[config.mk]
export PLATFORM = sky130hd
export DESIGN_NAME = reg_access_arbiter
export DESIGN_NICKNAME = d
export VERILOG_FILES = /design/src/rtl/reg_arb_pkg.sv /design/src/rtl/rr_pick.sv /design/src/rtl/reg_access_arbiter.sv
export SDC_FILE = /design/constraint.sdc
export NUM_CORES = 1
export LEC_CHECK = 0
export BUFFER_PORTS_ARGS = -buffer_cell sky130_fd_sc_hd__buf_2
export CAP_MARGIN = 30
export CORE_ASPECT_RATIO = 1.4
export CORE_MARGIN = 8
export CORE_UTILIZATION = 48
export CTS_BUF_LIST = sky130_fd_sc_hd__clkbuf_4 sky130_fd_sc_hd__clkbuf_8
export DETAILED_ROUTE_END_ITERATION = 16
export PLACE_DENSITY = 0.81
export SETUP_SLACK_MARGIN = 0.3
export SLEW_MARGIN = 20
export SYNTH_ARGS = -nofsm -noshare
export SYNTH_HDL_FRONTEND = slang
export SYNTH_SLANG_ARGS = --single-unit
[constraint.sdc]
create_clock -name clk -period 4.83 [get_ports clk]
set_input_delay 1.2075 -clock clk [delete_from_list [all_inputs] [get_ports clk]]
set_output_delay 1.2075 -clock clk [all_outputs]
set_load 0.01 [all_outputs]
[src/rtl/reg_arb_pkg.sv]
// Shared encodings for the register access arbiter: FSM states, op select and
// the default data width.
package reg_arb_pkg;

  localparam int DATA_W_DEF = 32;

  typedef enum logic [1:0] {
    IDLE    = 2'd0,
    ACCESS  = 2'd1,
    CAPTURE = 2'd2,
    RESP    = 2'd3
  } state_e;

  localparam logic OP_WR = 1'b1;
  localparam logic OP_RD = 1'b0;

endpackage

[src/rtl/rr_pick.sv]
// Combinational round-robin selector: first set request at or after ptr_i,
// wrapping from NUM_REQ-1 back to 0.
module rr_pick #(
  parameter int NUM_REQ = 4,
  parameter int IDX_W   = (NUM_REQ > 1) ? $clog2(NUM_REQ) : 1
) (
  input  logic [NUM_REQ-1:0] req_i,
  input  logic [IDX_W-1:0]   ptr_i,
  output logic [NUM_REQ-1:0] gnt_o,
  output logic [IDX_W-1:0]   idx_o,
  output logic               valid_o
);

  logic [IDX_W-1:0] cand;
  int               sum;

  // NOTE: every variable assigned in always_comb gets a default first so no
  // path leaves it unassigned and infers a latch.
  always_comb begin
    gnt_o   = '0;
    idx_o   = '0;
    valid_o = 1'b0;
    cand    = '0;
    sum     = 0;
    for (int k = 0; k < NUM_REQ; k++) begin
      sum  = int'(ptr_i) + k;
      cand = (sum >= NUM_REQ) ? IDX_W'(sum - NUM_REQ) : IDX_W'(sum);
      if (!valid_o && req_i[cand]) begin
        valid_o     = 1'b1;
        idx_o       = cand;
        gnt_o[cand] = 1'b1;
      end
    end
  end

endmodule

[src/rtl/reg_access_arbiter.sv]
// Round-robin sequencer that shares one storage register between NUM_REQ
// requesters over a req/ack handshake; every output is registered.
module reg_access_arbiter
  import reg_arb_pkg::*;
#(
  parameter int NUM_REQ = 4,
  parameter int DATA_W  = DATA_W_DEF
) (
  input  logic                      clk,
  input  logic                      rst,
  input  logic [NUM_REQ-1:0]        req,
  input  logic [NUM_REQ-1:0]        req_we,
  input  logic [NUM_REQ*DATA_W-1:0] req_wdata,
  output logic [NUM_REQ-1:0]        gnt,
  output logic [NUM_REQ-1:0]        ack,
  output logic [DATA_W-1:0]         rdata,
  output logic                      busy,
  output logic                      reg_wr_en,
  output logic                      reg_r_en,
  output logic [DATA_W-1:0]         reg_data_in,
  input  logic [DATA_W-1:0]         reg_out
);

  localparam int IDX_W = (NUM_REQ > 1) ? $clog2(NUM_REQ) : 1;

  state_e              state_q;
  logic [IDX_W-1:0]    ptr_q, ptr_d;
  logic [IDX_W-1:0]    win_q;
  logic                op_q;
  logic [NUM_REQ-1:0]  gnt_q, ack_q;
  logic [DATA_W-1:0]   rdata_q, data_in_q;
  logic                busy_q, wr_en_q, r_en_q;

  logic [NUM_REQ-1:0]  pick_gnt;
  logic [IDX_W-1:0]    pick_idx;
  logic                pick_valid;
  logic [DATA_W-1:0]   pick_wdata;

  rr_pick #(
    .NUM_REQ (NUM_REQ),
    .IDX_W   (IDX_W)
  ) u_rr_pick (
    .req_i   (req),
    .ptr_i   (ptr_q),
    .gnt_o   (pick_gnt),
    .idx_o   (pick_idx),
    .valid_o (pick_valid)
  );

  always_comb begin
    pick_wdata = '0;
    for (int i = 0; i < NUM_REQ; i++) begin
      if (pick_idx == IDX_W'(i)) pick_wdata = req_wdata[i*DATA_W +: DATA_W];
    end
  end

  // The served requester drops to lowest priority for the next arbitration.
  assign ptr_d = (win_q == IDX_W'(NUM_REQ - 1)) ? '0 : win_q + IDX_W'(1);

  // NOTE: sequential state uses non-blocking assignments only, so every
  // register samples pre-edge values regardless of statement order.
  always_ff @(posedge clk or posedge rst) begin
    if (rst) begin
      state_q   <= IDLE;
      ptr_q     <= '0;
      win_q     <= '0;
      op_q      <= OP_RD;
      gnt_q     <= '0;
      ack_q     <= '0;
      rdata_q   <= '0;
      data_in_q <= '0;
      busy_q    <= 1'b0;
      wr_en_q   <= 1'b0;
      r_en_q    <= 1'b0;
    end else begin
      case (state_q)
        IDLE: begin
          if (pick_valid) begin
            win_q   <= pick_idx;
            op_q    <= req_we[pick_idx];
            gnt_q   <= pick_gnt;
            busy_q  <= 1'b1;
            state_q <= ACCESS;
            if (req_we[pick_idx] == OP_WR) begin
              wr_en_q   <= 1'b1;
              data_in_q <= pick_wdata;
            end else begin
              r_en_q <= 1'b1;
            end
          end
        end
        ACCESS: begin
          if (op_q == OP_WR) begin
            wr_en_q <= 1'b0;
            ack_q   <= gnt_q;
            state_q <= RESP;
          end else begin
            state_q <= CAPTURE;
          end
        end
        CAPTURE: begin
          rdata_q <= reg_out;
          r_en_q  <= 1'b0;
          ack_q   <= gnt_q;
          state_q <= RESP;
        end
        RESP: begin
          gnt_q   <= '0;
          ack_q   <= '0;
          ptr_q   <= ptr_d;
          busy_q  <= 1'b0;
          state_q <= IDLE;
        end
        default: state_q <= IDLE;
      endcase
    end
  end

  assign gnt         = gnt_q;
  assign ack         = ack_q;
  assign rdata       = rdata_q;
  assign busy        = busy_q;
  assign reg_wr_en   = wr_en_q;
  assign reg_r_en    = r_en_q;
  assign reg_data_in = data_in_q;

endmodule

---- Word-level counts from Yosys, hierarchy flattened ----
Index checks and enable logic that the tools add are counted.
storage, ports and cells
  output and inout port bits .............. 75
  register bits after elaboration ......... 82
  word-level logic and storage cells ...... 123
cells by class
  multiplexer cells ....................... 55
  $lt $le $gt $ge ......................... 13
  bitwise gates (word level) .............. 3
  reduce and logical (&&, ||, !) cells .... 22
  equality and inequality tests ........... 11
  add/subtract/negate cells ............... 8
operator list
  kind                                                                   count
  32-bit two-way mux                                                     4
  4-bit two-way mux                                                      6
  1-bit two-way mux                                                      20
  2-bit two-way mux                                                      10
  2-bit by 3-bit < comparator with 1-bit output, second input constant   5
  4-bit bitwise OR                                                       3
  4-bit case mux with 3 select lines                                     1
  1-bit binary-select mux with 2-bit select                              5
  2-bit == test, second input constant                                   5
  3-bit >= comparator, second input constant                             3
  1-bit demux with 2-bit select                                          4
  2-bit by 1-bit >= comparator with 1-bit output, second input constant  4
  2-bit != test, second input constant                                   4
  2-bit case mux with 4 select lines                                     1
  4-bit case mux with 2 select lines                                     1
  2-bit by 1-bit subtractor with 2-bit output, second input constant     4
  1-bit logical AND                                                      7
  2-bit by 2-bit adder with 3-bit output, second input constant          2
  1-bit case mux with 2 select lines                                     3
  2-bit AND reduction                                                    3
  3-bit AND reduction                                                    2
  2-bit nonzero test                                                     3
  2-bit by 1-bit == test with 1-bit output, second input constant        2
  2-bit logical NOT                                                      2
  other kinds (6)                                                        8

---- Logic depth before layout (Yosys ltp) ----
Gate-level depths: netlist of the first run.
  depth after elaboration ................. 19
  gate-level depth with buffers ........... 15

---- Modules after synthesis ----
From an unflattened synthesis of the first run, not the netlist that was laid out.
second synthesis, totals
  cells, all modules ...................... 310
  area, all modules ....................... 4613.2 µm²
by module, submodules not included
  module              cells an instance  instances  area an instance (µm²)
  reg_access_arbiter  265                1          4191.5
  rr_pick             45                 1          421.7

---- Worst setup path before layout of the first run ----
No wires, ideal clock.
  path kind ............................... in2reg
  from .................................... input req[3]
  to ...................................... register data_in_q[10] (netlist: reg_data_in[10])
  data required time ...................... 4.705 ns
  setup slack ............................. 1.302 ns
  stages on the path ...................... 10
  data arrival time ....................... 3.403 ns
  buffers on the path ..................... 3
  path through ............................ buf_2 mux4_2 nor2b_4 o21ai_1 a21boi_0 and3b_1 buf_6 nor3_4 buf_6 mux2_4
between the ends
  longest elaborated chain between the ends .. 17
  elaborated cells on any way between the ends .. 33
  classes of those cells .................. eq/ne (3); mux (22); reduce/logical (8)
ends and longest elaborated chain
  what                                       line                      source
  from (decl)                                reg_access_arbiter.sv:11  input logic [NUM_REQ-1:0] req,
  1-bit binary-select mux with 2-bit select  rr_pick.sv:28             if (!valid_o && req_i[cand]) begin
  1-bit two-way mux (not written as such)    rr_pick.sv:28
  1-bit two-way mux                          rr_pick.sv:28
  1-bit logical NOT                          rr_pick.sv:28
  1-bit logical AND                          rr_pick.sv:28
  1-bit two-way mux                          rr_pick.sv:28
  1-bit logical NOT                          rr_pick.sv:28
  1-bit logical AND                          rr_pick.sv:28
  1-bit two-way mux                          rr_pick.sv:28
  1-bit logical NOT                          rr_pick.sv:28
  1-bit logical AND                          rr_pick.sv:28
  2-bit two-way mux                          rr_pick.sv:28
  2-bit logical NOT                          reg_access_arbiter.sv:53  if (pick_idx == IDX_W'(i)) pick_wdata = req_wdata[i*DATA_W +: DATA_W];
  32-bit two-way mux (4 in series)           reg_access_arbiter.sv:53
  to (signal assigned)                       reg_access_arbiter.sv:86  data_in_q <= pick_wdata;
  to (decl)                                  reg_access_arbiter.sv:31  logic [DATA_W-1:0] rdata_q, data_in_q;
Several ways; a longest one is shown, not always the timed one. The select of a mux whose other input is x is not followed.
A chain may end at the register's enable or synchronous reset.

---- Worst setup path in the final report of the first run ----
  from .................................... register ptr_q[0]
  to ...................................... register data_in_q[2] (netlist: reg_data_in[2])
between the ends
  longest elaborated chain between the ends .. 19
  elaborated cells on any way between the ends .. 48
  classes of those cells .................. add/sub (7); order compare (4); eq/ne (3); mux (26); reduce/logical (8)
ends and longest elaborated chain
  what                                                                                             line                       source
  from (decl)                                                                                      reg_access_arbiter.sv:27   logic [IDX_W-1:0] ptr_q, ptr_d;
  from (signal assigned)                                                                           reg_access_arbiter.sv:110  ptr_q <= ptr_d;
  parallel branches: the longest is 19 deep, another holds 2-bit by 1-bit adder with 3-bit output  n/a
Parallel ways; which one is timed is not known. The select of a mux whose other input is x is not followed.

==> results of run 1 <==
## power breakdown
| group | total, uW | switching (uW) | internal, uW |
|---|---|---|---|
| logic | 3010 | 1490 | 1520 |
| registers | 1280 | 234 | 1040 |
| clock network | 469 | 272 | 197 |
| total | 4750 | 2000 | 2760 |
## area by class of cell
cell class                      instances  area, sq um  area share
Tap cell                              138          173      0.0264
Antenna cell                            1         2.50    0.000383
Sequential cell                        82         2050       0.314
Clock buffer                            9          124      0.0189
Clock inverter                          7         61.3     0.00938
Inverter                               13         50.0     0.00765
Timing Repair Buffer                  252         1310       0.200
Multi-Input combinational cell        290         2770       0.424
## layer usage
layer  vias to the layer above  track usage  part of all wire
met3                        34       0.0465             0.061
met5                         -            0                 0
li1                       1974            -                 -
met1                      1977        0.225              0.38
met4                         0        0.110             0.037
met2                       170        0.359              0.52
## sequential cells by signal, summed over array words and instances (netlist names), 2 cells and up
register	count
rdata	32
reg_data_in	32
ack	4
gnt	4
ptr_q	2
state_q	2
win_q	2
## cell usage after synthesis, types with 3 or more instances
cell,count,area share
clkbuf_1,9,0.0067
nor3b_1,3,0.0045
a22oi_1,4,0.0060
nand3b_1,4,0.0060
mux2i_1,99,0.20
inv_1,13,0.0097
o21ai_0,15,0.015
nor2_1,11,0.0082
dfrtp_1,82,0.41
a21oi_1,6,0.0060
ha_1,14,0.035
o31ai_1,5,0.0075
nand2b_1,4,0.0050
o311ai_0,3,0.0052
mux2_2,37,0.083
nand3_1,3,0.0030
a211oi_1,3,0.0045
mux2_4,29,0.086
buf_2,11,0.011
mux4_2,3,0.013
buf_6,7,0.016
nand2_1,20,0.015
## per-stage QoR
step / std cells / utilization
final: 792 / 0.635
after global routing: 791 / 0.635
after CTS: 790 / 0.633
after detailed placement: 774 / 0.615
after global placement: 774 / 0.615
after floorplan: 414 / -
## final timing paths
check	startpoint	end	slack (ns)	depth (start not counted)
min reg2reg	rdata[6]	rdata[6]	0.51	1
min in group asynchronous	rst	rdata[16]	0.75	2
max	ptr_q[0]	reg_data_in[2]	0.76	10
max reg2reg	ptr_q[0]	reg_data_in[2]	0.76	10
min	rdata[6]	rdata[6]	0.51	1
max in group asynchronous	rst	reg_data_in[14]	3.16	4
## cells by family (layout without fill, tap and decap cells)
group / count (synthesis) / in the layout / synth area share
fa+ha+maj: 14 / 14 / 0.0348
compound gates: 50 / 50 / 0.0698
mux: 168 / 168 / 0.379
other cells: 0 / 1 / 0
flops: 82 / 82 / 0.407
simple gates: 58 / 58 / 0.0636
buf+inv: 42 / 281 / 0.0452
==> impl_metrics.env, run 1 <==
export IMPL_post_place_ws_ns=0.845
export IMPL_postPlaceCellArea_sq_mm=0.00633
export IMPL_design_area_sq_mm=0.00654
export IMPL_critPathKind="register to register"
export IMPL_power_density_mw_per_mm2=727
export IMPL_ys_types=48
export IMPL_cts_root_buf="clkbuf_8"
export IMPL_n_fill_cell=837
export IMPL_syn_cell_area_sq_mm=0.00504
export IMPL_path_cells="inv_1, ha_1, mux4_2, nor2b_4, o21ai_1, nand2_4, buf_12, mux2i_1, mux2i_1, mux2_4"
export IMPL_synth_edf_count=0
export IMPL_min_period_ns=4.07
export IMPL_ctsResizeCount=0
export IMPL_cpLargestDelayFamily="multiplexers"
export IMPL_firstDrtPassIters=4
export IMPL_final_layout_size_suffix_gt1_frac=0.528
export IMPL_max_freq_ghz=0.246
export IMPL_worstSetupEndpointType="register"
export IMPL_cts_buffers=9
export IMPL_finalPower_uw=4750
export IMPL_drv_slew=0
export IMPL_grt_max_degree=56
export IMPL_syn_area_per_cell_sq_um=12.2
export IMPL_outcome="finished, final reports clean"
export IMPL_synth_net_count=598
export IMPL_critPathSlowestCell="dfrtp_1"
export IMPL_worstSkewPairLatency_ns=0.36
export IMPL_fin_tns_setup_ns=0
export IMPL_dp_hpwl_microns=12100
export IMPL_grt_pass1_wl_microns=22300
export IMPL_path_max_fanout=29
export IMPL_ys_ff_latch=82
export IMPL_seq_area_frac_synth=0.407
export IMPL_critPathRequiredTime_ns=5.07
export IMPL_worst_slack_ns=0.764
export IMPL_skew_ns=0.0129
export IMPL_drt_iter0_markers=182
export IMPL_cts_max_path_buffers=2
export IMPL_rsz0062_at_grt="false"
export IMPL_critical_path_buf_inv_count=2
export IMPL_irDropWorstVdd_v=0.000361
export IMPL_finalWirelength_microns=14800
export IMPL_ios=245
export IMPL_power_leakage_uw=0.00331
export IMPL_hold_violations=0
export IMPL_critPathArrivalTime_ns=4.31
export IMPL_syn2layout_area_growth_pct=29.8
export IMPL_worst_pin_slew_ns=0.796
export IMPL_routabilityCongestion=0.899
export IMPL_worstSetupStartpointType="register"
export IMPL_async_flop_share=1.00
export IMPL_relSlewSlack=0.464
export IMPL_grt_total_usage=0.206
export IMPL_cts_tree="yes"
export IMPL_numPortBuffers=244
export IMPL_drv_cap=0
export IMPL_ys_flop_type="dfrtp_1"
export IMPL_die_w_microns=103
export IMPL_grt_overflow=0
export IMPL_cpMostUsedCell="mux2i_1"
export IMPL_start_util=0.489
export IMPL_drc=0
export IMPL_viasPerCell=5.25
export IMPL_core_area_sq_mm=0.0103
export IMPL_synth_warnings=0
export IMPL_die_h_microns=137
export IMPL_syn_inst=414
export IMPL_slowest_delay_ns=0.79
export IMPL_clock_sinks=82
export IMPL_num_rows=44
export IMPL_ant_nets=0
export IMPL_htreeDepth=3
export IMPL_grt_pass1_vias=4547
export IMPL_setup_violations=0
export IMPL_vias=4155
export IMPL_dieArea_sq_mm=0.0141
export IMPL_whs_ns=0.509
export IMPL_period_share=0.842
export IMPL_mostFrequentLayoutCell="buf_2"
export IMPL_final_cell_mix="buf_2, mux2i_1, dfrtp_1"
export IMPL_antenna_found_initial=1
export IMPL_cts_hold_repair_buffers=0
export IMPL_routedWlPerCell_microns=18.7
export IMPL_path_clk_slew_ns=0.09
export IMPL_nNetsFinal=832
export IMPL_post_cts_setup_buffers=0
export IMPL_hold_path_class="register to register"
No activity file was read; power rests on OpenSTA's default activity.
==> run 2: changes to the inputs <==
- ABC_AREA: default -> 1
- CORE_UTILIZATION: 48 -> 42
- PLACE_DENSITY: 0.81 -> 0.77
- clock period: 4.83 -> 3.4 ns (I/O delays scaled with it)
==> impl_metrics.env, run 2 <==
export IMPL_ios=245
export IMPL_die_w_microns=104
export IMPL_grt_overflow=0
export IMPL_p_sw_frac=0.493
export IMPL_cts_hold_repair_buffers=0
export IMPL_critPathArrivalTime_ns=3.10
export IMPL_power_density_mw_per_mm2=1120
export IMPL_ant_nets=0
export IMPL_nNetsFinal=975
export IMPL_numPortBuffers=244
export IMPL_outcome="finished, final reports clean"
export IMPL_finalWirelength_microns=14500
export IMPL_final_layout_size_suffix_gt1_frac=0.416
export IMPL_drt_iter0_markers=156
export IMPL_max_freq_ghz=0.355
export IMPL_viasPerCell=4.99
export IMPL_die_h_microns=139
export IMPL_path_cells="inv_2, ha_1, inv_1, nand3_2, nand2_4, nand4_2, inv_2, nand2_1, nand2_2, inv_4, nand2_2, nand2_4, nand2_4, buf_6, nand2_1, nand2_1"
export IMPL_finalPower_uw=6830
export IMPL_syn2layout_area_growth_pct=33.7
export IMPL_n_antenna_cell=0
export IMPL_synth_edf_count=0
export IMPL_grt_pass1_vias=5001
export IMPL_drc=0
export IMPL_routedWlPerCell_microns=15.4
export IMPL_core_area_sq_mm=0.0107
export IMPL_ys_flop_type="dfrtp_1"
export IMPL_netSwitchingPower_uw=3370
export IMPL_syn_inst=554
export IMPL_syn_cell_area_sq_mm=0.00457
export IMPL_antenna_found_initial=1
export IMPL_hold_path_class="register to register"
export IMPL_min_period_ns=2.81
export IMPL_setup_violations=0
export IMPL_path_max_fanout=35
export IMPL_grt_total_usage=0.198
export IMPL_worstSkewPairLatency_ns=0.34
export IMPL_seq_area_frac_synth=0.449
export IMPL_async_flop_share=1.00
export IMPL_final_cell_mix="buf_2, nand2_1, dfrtp_1"
export IMPL_syn_area_per_cell_sq_um=8.24
export IMPL_synth_common_cells="nand2_1, dfrtp_1, nand3_1"
export IMPL_design_area_sq_mm=0.00610
export IMPL_dp_hpwl_microns=11400
export IMPL_grt_pass1_wl_microns=23500
export IMPL_postPlaceCellArea_sq_mm=0.00588
export IMPL_routabilityCongestion=0.822
export IMPL_mostFrequentLayoutCell="buf_2"
export IMPL_period_share=0.828
export IMPL_synth_net_count=738
export IMPL_cts_buffers=9
export IMPL_post_cts_setup_buffers=0
export IMPL_ys_types=27
export IMPL_cpLargestDelayFamily="simple AND/OR/NAND/NOR gates"
export IMPL_irDropWorstVdd_v=0.000836
export IMPL_drv_slew=0
export IMPL_cts_tree="yes"
export IMPL_internal_power_uw=3460
export IMPL_worstSetupStartpointType="register"
export IMPL_critPathKind="register to register"
export IMPL_p_seq_frac=0.247
export IMPL_critPathRequiredTime_ns=3.68
export IMPL_num_rows=45
export IMPL_vias=4672
export IMPL_p_clk_frac=0.107
export IMPL_worst_pin_slew_ns=0.712
export IMPL_hold_violations=0
export IMPL_critical_path_buf_inv_count=5
export IMPL_firstDrtPassIters=4
export IMPL_critPathSlowestCell="dfrtp_1"
export IMPL_combinationalPowerShare=0.646
export IMPL_yosys_top_cells_area="dfrtp_1, nand2_1, mux2_2"
export IMPL_worstSetupEndpointType="register"
export IMPL_path_clk_slew_ns=0.08
export IMPL_skew_ns=0.00992
export IMPL_grt_max_degree=43
export IMPL_synth_top_area_share=0.449
export IMPL_ys_ff_latch=82
export IMPL_synth_warnings=0
export IMPL_power_leakage_uw=0.00332
export IMPL_cts_root_buf="clkbuf_8"
export IMPL_drv_cap=0
export IMPL_dieArea_sq_mm=0.0145
export IMPL_fin_tns_setup_ns=0
export IMPL_synthMostInstantiatedCell="nand2_1"
export IMPL_yosysTopAreaCell="dfrtp_1"
export IMPL_slowest_delay_ns=0.50
export IMPL_clock_sinks=82
export IMPL_htreeDepth=3
export IMPL_start_util=0.427
export IMPL_r2r_setup_slack_ns=0.59
export IMPL_relSlewSlack=0.525
export IMPL_rsz0062_at_grt="false"
export IMPL_ctsResizeCount=0
export IMPL_cts_max_path_buffers=2
==> run 2: cell count changes after synthesis, moves of 7 or more <==
cell,change
nand2_1,+212
mux2i_1,-99
nand3_1,+37
nand4_1,+33
mux2_4,-29
inv_1,+15
o22ai_1,+12
nand2_2,+7
nor2_1,-7
==> run 2: power by group through the flow <==
stage / clock [uW] / sequential [uW] / combinational (uW)
detailed placement: 0 / 1700 / 4420
finish: 733 / 1680 / 4410
global route: 804 / 1740 / 4960
global placement: 0 / 1680 / 4360
CTS: 756 / 1690 / 4430
floorplan: 0 / 1890 / 3060
==> run 2: worst paths after layout <==
kind,endpoint,startpoint,cells after the start
max,reg_data_in[29],ptr_q[1],16
min,reg_data_in[2],reg_data_in[2],2
max reg2reg,reg_data_in[29],ptr_q[1],16
min reg2reg,reg_data_in[2],reg_data_in[2],2
max in group asynchronous,ack[1],rst,3
min in group asynchronous,rdata[26],rst,2
==> run 2: area by class of cell <==
cell class                 instances  area, sq um
fill                            1037         4590
clock inverter                     5         60.1
timing repair buffer             253         1310
clock buffer                      11          151
sequential                        82         2050
tap                              141          176
multi-input combinational        407         2200
inverter                          38          156
==> run 2: per-layer routing <==
layer  share of wire  up-vias  global-route usage
met2            0.51      208               0.353
met5         0.00069        -                   0
met3           0.090       35              0.0827
li1                -     2287                   -
met4           0.037        2              0.0926
met1            0.36     2140               0.193
==> run 2: through the flow <==
step | utilization | setup slack, ns | cells | hold slack [ns]
global placement | 0.550 | 0.531 | 921 | 0.457
finish | 0.571 | 0.586 | 937 | 0.481
global route | 0.571 | 0.313 | 937 | 0.504
detailed placement | 0.550 | 0.511 | 921 | 0.462
CTS | 0.570 | 0.500 | 937 | 0.483
floorplan | - | 0.442 | 554 | 0.457
==> run 2: worst reg2reg max path: stages, from the launching register on <==
cell,delay (ns)
dfrtp_1,0.50
inv_2,0.15
ha_1,0.34
inv_1,0.14
nand3_2,0.12
nand2_4,0.11
nand4_2,0.13
inv_2,0.12
nand2_1,0.10
nand2_2,0.16
inv_4,0.18
nand2_2,0.14
nand2_4,0.07
nand2_4,0.07
buf_6,0.25
nand2_1,0.11
nand2_1,0.08
==> run 2: cell families after synthesis <==
group           count (synthesis)  share of synthesized area
fa+ha+maj                      14                     0.0384
mux                            32                     0.0789
simple gates                  328                      0.321
compound gates                 33                     0.0438
flops                          82                      0.449
buf+inv                        65                     0.0688
==> run 3: changes to the inputs <==
- ABC_AREA: 1 -> 0
- CORE_UTILIZATION: 42 -> 48
- PLACE_DENSITY: 0.77 -> 0.81
- clock period: 3.4 -> 2.9 ns (I/O delays scaled with it)
==> impl_metrics.env, run 3 (synthesis results as in run 1) <==
export IMPL_rr_startpoint="ptr_q[0]"
export IMPL_antenna_found_initial=0
export IMPL_irDropWorstVdd_v=0.000593
export IMPL_critPathRequiredTime_ns=3.14
export IMPL_syn2layout_area_growth_pct=40.4
export IMPL_die_w_microns=103
export IMPL_ant_nets=0
export IMPL_vias=4344
export IMPL_routedWlPerCell_microns=18.7
export IMPL_grt_pass1_wl_microns=23600
export IMPL_final_layout_size_suffix_gt1_frac=0.578
export IMPL_num_rows=44
export IMPL_path_max_fanout=8
export IMPL_critPathArrivalTime_ns=3.09
export IMPL_hold_violations=0
export IMPL_max_freq_ghz=0.351
export IMPL_critPathKind="register to register"
export IMPL_min_period_ns=2.85
export IMPL_dp_hpwl_microns=12600
export IMPL_grt_max_degree=51
export IMPL_period_share=0.983
export IMPL_die_h_microns=137
export IMPL_rr_worst_depth=12
export IMPL_worstSetupStartpointType="register"
export IMPL_rsz0062_at_grt="true"
export IMPL_clock_sinks=82
export IMPL_power_leakage_uw=0.00357
export IMPL_hold_path_class="primary input to async pin"
export IMPL_finalPower_uw=8990
export IMPL_ios=245
export IMPL_cts_hold_repair_buffers=0
export IMPL_whs_ns=0.478
export IMPL_worstSkewPairLatency_ns=0.36
export IMPL_routabilityCongestion=0.917
export IMPL_drv_slew=0
export IMPL_worst_slack_ns=0.0498
export IMPL_setup_violations=0
export IMPL_drt_iter0_markers=126
export IMPL_n_fill_cell=762
export IMPL_htreeDepth=3
export IMPL_drc=0
export IMPL_nNetsFinal=874
export IMPL_mostFrequentLayoutCell="buf_2"
export IMPL_outcome="finished, final reports clean"
export IMPL_firstDrtPassIters=4
export IMPL_worstSetupEndpointType="register"
export IMPL_final_cell_mix="buf_2, mux2i_1, dfrtp_1"
export IMPL_skew_ns=0.0193
export IMPL_cts_root_buf="clkbuf_8"
export IMPL_core_area_sq_mm=0.0103
export IMPL_power_density_mw_per_mm2=1270
export IMPL_r2r_setup_slack_ns=0.05
export IMPL_cts_tree="yes"
export IMPL_drv_cap=0
export IMPL_start_util=0.489
export IMPL_relSlewSlack=0.520
export IMPL_path_clk_slew_ns=0.08
export IMPL_worst_pin_slew_ns=0.718
export IMPL_grt_total_usage=0.218
export IMPL_finalWirelength_microns=15600
export IMPL_cts_buffers=9
export IMPL_numPortBuffers=244
export IMPL_grt_overflow=0
export IMPL_post_place_ws_ns=-0.359
export IMPL_grt_pass1_vias=4823
export IMPL_r2r_end="reg_data_in[18]"
export IMPL_dieArea_sq_mm=0.0141
export IMPL_cts_max_path_buffers=2
export IMPL_viasPerCell=5.20
==> run 3: cell types whose count changed in the layout (fill, tap and decap cells not counted), sizes merged, moves of 5 or more <==
cell,before,now
o22ai,12,0
inv,38,16
buf,253,294
nand2,243,20
o21ai,11,16
mux2i,0,99
mux2,32,66
nand4,34,0
nand3,43,3
==> run 3: critical path: stages (launching register included) <==
cell       delay, ns
dfrtp_2         0.48
inv_8           0.07
ha_4            0.21
or3b_4          0.39
a21oi_2         0.16
a2bb2oi_2       0.15
nor3_2          0.07
buf_4           0.14
a2111oi_4       0.39
nor3_4          0.08
buf_12          0.16
buf_12          0.14
mux2_4          0.29
==> run 3: metrics by stage <==
stage | setup TNS [ns] | cell area, sq um | cells | utilization
final | 0 | 7070 | 835 | 0.687
after global routing | -0.592 | 7070 | 833 | 0.686
after CTS | 0 | 7030 | 833 | 0.683
after detailed placement | -10.22 | 6670 | 810 | 0.648
after global placement | -8.08 | 6670 | 810 | 0.648
after floorplan | -8.26 | 5080 | 414 | -
==> run 3: how the worst max path moves through the flow <==
stage,to,cells after the start,startpoint
floorplan,reg_data_in[10],15,ptr_q[0]
global route,reg_wr_en,14,ptr_q[0]
CTS,reg_data_in[18],12,ptr_q[0]
global placement,reg_data_in[31],9,req[1]
finish,reg_data_in[18],12,ptr_q[0]
detailed placement,reg_data_in[31],9,req[1]
==> run 3: repair_timing <==
item	4_1_cts	5_1_grt
setup endpoints to repair	35	35
pin swaps	4	2
gates resized for setup	13	10
setup buffers	6	0
cloned	1	0
==> run 3: report_power, final <==
group	switching (uW)	internal, uW
combinational	2770	3180
sequential	349	1740
clock	451	500
==> run 3: area by class of cell <==
class / instances / area [sq um] / area share
Antenna cell: 2 / 5.00 / 0.000708
Clock buffer: 9 / 124 / 0.0175
Clock inverter: 7 / 105 / 0.0149
Inverter: 13 / 60.1 / 0.00849
Multi-Input combinational cell: 290 / 2850 / 0.403
Sequential cell: 82 / 2050 / 0.290
Tap cell: 138 / 173 / 0.0244
Timing Repair Buffer: 294 / 1700 / 0.240
==> run 3: layer usage <==
| layer | wire length [microns] | vias to the layer above | global-route usage |
|---|---|---|---|
| met4 | 540 | 0 | 0.113 |
| met5 | 0 | - | 0 |
| met2 | 8400 | 197 | 0.396 |
| met1 | 5630 | 2052 | 0.223 |
| li1 | - | 2056 | - |
| met3 | 1060 | 39 | 0.0551 |
